<file path="src/rtl/pc_sequencer.sv">
// pc_sequencer: fetch-stage controller for the pRISC core.
// Drives the PC register's next value every cycle, runs the instruction
// memory req/ack handshake, presents fetched words to decode over a
// valid/ready interface, applies redirects from execute (including ones
// that arrive while a fetch is outstanding) and halts at instruction
// boundaries.
module pc_sequencer #(
    parameter logic [31:0] BOOT_ADDR = 32'h0000_0000,
    parameter logic [31:0] STEP      = 32'd4
) (
    input  logic        clk,
    input  logic        rst,
    input  logic [31:0] pc_cur,
    output logic [31:0] pc_next,
    output logic        imem_req,
    output logic [31:0] imem_addr,
    input  logic        imem_ack,
    input  logic [31:0] imem_rdata,
    output logic        ir_valid,
    output logic [31:0] ir_data,
    output logic [31:0] ir_pc,
    input  logic        ir_ready,
    input  logic        redir_valid,
    input  logic [31:0] redir_target,
    input  logic        halt,
    output logic        misalign
);

    typedef enum logic [1:0] {
        BOOT   = 2'd0,
        FETCH  = 2'd1,
        ISSUE  = 2'd2,
        HALTED = 2'd3
    } state_t;

    state_t      state;
    state_t      resume_state;
    logic        pend_valid;
    logic [31:0] pend_target;
    logic [31:0] redir_aligned;
    logic        redir_accept;

    // Targets are always word aligned; the dropped low bits only feed misalign.
    assign redir_aligned = {redir_target[31:2], 2'b00};
    // Redirects are ignored only while booting.
    assign redir_accept  = redir_valid && (state != BOOT);
    // Every path that would start a new fetch parks in HALTED instead when halt is up.
    assign resume_state  = halt ? HALTED : FETCH;

    // Next-PC selection and fetch request, combinational from state and inputs.
    always_comb begin
        // NOTE: every output of this block gets a default first, so no path
        // through the case can leave a value unassigned and infer a latch.
        pc_next   = pc_cur;
        imem_req  = 1'b0;
        imem_addr = pc_cur;
        case (state)
            BOOT: begin
                pc_next = BOOT_ADDR;
            end
            FETCH: begin
                // pc_cur is held until the ack, which keeps imem_addr stable.
                imem_req = 1'b1;
                if (imem_ack) begin
                    if (redir_valid) begin
                        pc_next = redir_aligned;
                    end else if (pend_valid) begin
                        pc_next = pend_target;
                    end
                end
            end
            ISSUE: begin
                if (redir_valid) begin
                    pc_next = redir_aligned;
                end else if (ir_ready) begin
                    pc_next = pc_cur + STEP;
                end
            end
            HALTED: begin
                if (redir_valid) begin
                    pc_next = redir_aligned;
                end
            end
            default: begin
                pc_next = BOOT_ADDR;
            end
        endcase
    end

    // Sequencer state, instruction register, deferred redirect and misalign flag.
    always_ff @(posedge clk or posedge rst) begin
        if (rst) begin
            state       <= BOOT;
            ir_valid    <= 1'b0;
            ir_data     <= 32'd0;
            ir_pc       <= 32'd0;
            misalign    <= 1'b0;
            pend_valid  <= 1'b0;
            pend_target <= 32'd0;
        end else begin
            // NOTE: state is updated with non-blocking assignments so every
            // branch below reads the pre-edge values of state and pend.
            if (redir_accept && (redir_target[1:0] != 2'b00)) begin
                misalign <= 1'b1;
            end
            case (state)
                BOOT: begin
                    state <= resume_state;
                end
                FETCH: begin
                    if (imem_ack) begin
                        pend_valid  <= 1'b0;
                        pend_target <= 32'd0;
                        if (redir_valid || pend_valid) begin
                            // Data belongs to the old path; drop it and refetch.
                            state <= resume_state;
                        end else begin
                            ir_data  <= imem_rdata;
                            ir_pc    <= pc_cur;
                            ir_valid <= 1'b1;
                            state    <= ISSUE;
                        end
                    end else if (redir_valid) begin
                        // Remember the newest target until the outstanding fetch returns.
                        pend_valid  <= 1'b1;
                        pend_target <= redir_aligned;
                    end
                end
                ISSUE: begin
                    // A redirect squashes the instruction even if decode is ready.
                    if (redir_valid || ir_ready) begin
                        ir_valid <= 1'b0;
                        state    <= resume_state;
                    end
                end
                HALTED: begin
                    if (!halt) begin
                        state <= FETCH;
                    end
                end
                default: begin
                    state <= BOOT;
                end
            endcase
        end
    end

endmodule

</file>
<file path="config.mk">
export PLATFORM = sky130hd
export DESIGN_NAME = pc_sequencer
export DESIGN_NICKNAME = d
export VERILOG_FILES = /design/src/rtl/pc_sequencer.sv
export SDC_FILE = /design/constraint.sdc
export NUM_CORES = 1
export LEC_CHECK = 0
export BUFFER_PORTS_ARGS = -buffer_cell sky130_fd_sc_hd__buf_2
export CAP_MARGIN = 20
export CELL_PAD_IN_SITES_DETAIL_PLACEMENT = 1
export CELL_PAD_IN_SITES_GLOBAL_PLACEMENT = 2
export CORE_UTILIZATION = 29
export CTS_CLUSTER_SIZE = 30
export DETAILED_ROUTE_END_ITERATION = 12
export HOLD_SLACK_MARGIN = 0.02
export PLACE_DENSITY = 0.87
export SYNTH_ARGS = -nofsm -noshare
export SYNTH_HDL_FRONTEND = slang
export SYNTH_SLANG_ARGS = --single-unit
</file>
<file path="constraint.sdc">
create_clock -name clk -period 3.65 [get_ports clk]
set_input_delay 0.73 -clock clk [delete_from_list [all_inputs] [get_ports clk]]
set_output_delay 0.73 -clock clk [all_outputs]
set_load 0.1 [all_outputs]
</file>
==> metrics.md <==
| Metric | Value |
|---|---|
| Outcome | `completed` |
| Synth area leaders | `dfrtp_1 41%, mux2_2 11%, buf_4 4.4%` |
| Max Buffers Root-to-Sink | `2` |
| Final Skew | `0.00746 ns` |
| Worst Path Max Fanout | `11` |
| Post-CTS resize count | `0` |
| Worst-Skew Late Latency | `0.37 ns` |
| Post-Route WL | `22300 um` |
| DR vias/cell | `5.44` |
| Syn Std Cell Area | `0.00598 sq mm` |
| Cell variety after synth | `63` |
| Initial Util | `29.6%` |
| Die Span Y | `146 um` |
| RSZ-0062 raised after global routing | `false` |
| Post-DR wirelength/cell | `20.6 um` |
| Initial antenna violation count | `2` |
| Area grow syn2layout | `35.1%` |
| Layout Utilization | `39.9%` |
| Post-Place Cells | `1067` |
| WS Path Type | `primary input to output port` |
| DRT iter0 DRCs | `444` |
| Detail Route Antenna Nets | `0` |
| Number of synthesized flops with an enable pin | `0` |
| Post-place instance area | `0.00776 sq mm` |
| Vias in the first global route | `6050` |
| Post-synth top area share | `41.4%` |
| Met3 Wirelength | `1340 um` |
| CTS H-Tree Depth | `3` |
| Largest net degree at the start of global routing | `65` |
| Final net count | `911` |
| Synth Instances | `605` |
| Max_cap viols | `0` |
| Fmax | `294 MHz` |
| DRT Pass-1 Iters | `5` |
| Share of cells above drive strength 1 | `46.1%` |
| Dpl hpwl | `16500 um` |
| Port-buffer cells | `232` |
| Seq/Total Area, Yosys | `41.4%` |
| Final period utilization | `93.2%` |
| Final Max Tran Viols | `0` |
| Placer Congestion | `0.824` |
| Gr ovfl total | `0` |
| Num Clock Sinks | `99` |
| Core Area | `0.0202 sq mm` |
| Rel. slew slack | `61.7%` |
| CTS Hold Bufs | `0` |
| CTS Buf Count | `9` |
| Design area | `0.00808 sq mm` |
| Tightest Hold Check Type | `primary input to async pin` |
| Synth area leader | `dfrtp_1` |
| Top post-synthesis cells by count | `99 x dfrtp_1, 61 x mux2_2, 44 x o21ai_0` |
| Peak VDD IR | `0.711 mV` |
| Root Buffer | `clkbuf_16` |
| Yosys warnings | `0` |
| Top layer in use | `met5` |
| Via count | `5903` |
| Finished Layout Cells | `1085` |
| Chip width | `146 um` |
| Gr usage total | `21.4%` |
| First-pass GRT wire length | `35200 um` |
| Crit path DAT | `2.67 ns` |
| Drc violations | `0` |
| Row cnt | `52` |
| Leakage | `3.73 nW` |
| CP Launch Type | `primary input` |
| Tmin final | `3.40 ns` |
| Most used flip-flop cell after synthesis | `dfrtp_1` |
| Synth Area per Inst | `9.89 sq um` |
| Number of setup buffers added after CTS | `0` |
| Final setup fails | `0` |
| CTS tree | `yes` |
| Worst setup EP type | `output port` |
| Total Power | `8.06 mW` |
| Ys async rst share | `100%` |
| Ports | `233` |
| Pwr Density | `998 mW/mm^2` |
| Worst-path clk slew | `0.08 ns` |
| M1 WL | `10000 um` |
| Synth Net Count | `708` |
| Critical Path RT | `2.92 ns` |
| Synth Register Bits | `99` |
| Final hold violation count | `0` |
| Worst slew pin tran | `0.572 ns` |
| Most frequent cell after synthesis | `dfrtp_1` |
| Die area | `0.0212 sq mm` |
| Routed wl met2 | `10600 um` |
==> path summary, 6_finish.rpt <==
path	cells after the start	start	slack (ns)	end
max	7	pc_cur[15]	0.25	pc_next[24]
min	2	rst	0.40	ir_data[2]
max reg2reg	6	state[1]	1.37	ir_pc[15]
min reg2reg	1	misalign	0.48	misalign
max in group asynchronous	3	rst	2.49	ir_data[31]
min in group clk	1	misalign	0.48	misalign
==> worst max-delay path: stages <==
cell	delay, ns
buf_2	0.18
nand4_1	0.17
nor4b_4	0.58
nand3_1	0.34
o21ai_0	0.29
o221ai_2	0.17
buf_12	0.20
==> cell families (layout without fill, tap and decap cells) <==
| kind of cell | after synthesis | after routing | synth area share [%] |
|---|---|---|---|
| adders and majority gates | 1 | 1 | 0.209 |
| AOI/OAI and AO/OA | 180 | 180 | 20.7 |
| and+or+nand+nor | 152 | 152 | 13.7 |
| buffers and inverters | 88 | 296 | 8.59 |
| xor gates and xnor gates | 8 | 8 | 1.17 |
| muxes | 77 | 77 | 14.2 |
| DFF | 99 | 99 | 41.4 |
| other | 0 | 2 | 0 |
==> registers in the layout (all words and copies together), names as in the netlist <==
name         count
ir_pc           32
ir_valid         1
state            2
pend_target     30
ir_data         32
misalign         1
pend_valid       1
==> power breakdown <==
| part | switching [mW] | internal [mW] |
|---|---|---|
| Sequential | 0.201 | 1.51 |
| Clock | 0.547 | 0.497 |
| Combinational | 4.27 | 1.03 |
| Total | 5.02 | 3.05 |
==> stage by stage <==
stage	setup TNS (ns)	worst slack (ns)	hold slack [ns]
3_3_place_gp	0	0.305	0.459
5_1_grt	0	0.0455	0.438
6_report	0	0.248	0.397
4_1_cts	0	0.253	0.413
3_5_place_dp	0	0.250	0.460
2_1_floorplan	-1.47	-0.604	0.457
==> final cells by class <==
| class | count | area, sq um |
|---|---|---|
| multi-input combinational | 418 | 3090 |
| antenna | 2 | 5.00 |
| fill | 2332 | 12200 |
| clock inverter | 7 | 88.8 |
| clock buffer | 9 | 225 |
| tap | 270 | 338 |
| inverter | 13 | 51.3 |
| timing repair buffer | 267 | 1810 |
| sequential | 99 | 2480 |
==> cells in the final DEF (no fill, tap or decap), types with 8 or more instances in the layout <==
cell type    n
nor2_1      29
and3_1      11
buf_2      209
clkbuf_16    9
a22o_1      29
buf_12      26
nand3_1     22
mux2_2      61
nand2_1     33
a22oi_1      8
a21oi_1     22
mux2i_1     14
buf_4       32
o21ai_0     40
nand4_1     14
dfrtp_1     99
a31oi_1     12
inv_1       11
==> layer usage <==
layer  up-vias  track usage [%]
met4         2             7.21
met3        28             3.98
met2       257             34.6
met1      2947             28.7
li1       2669                -
met5         -                0
Note: power is estimated with default switching activity, not from simulation.
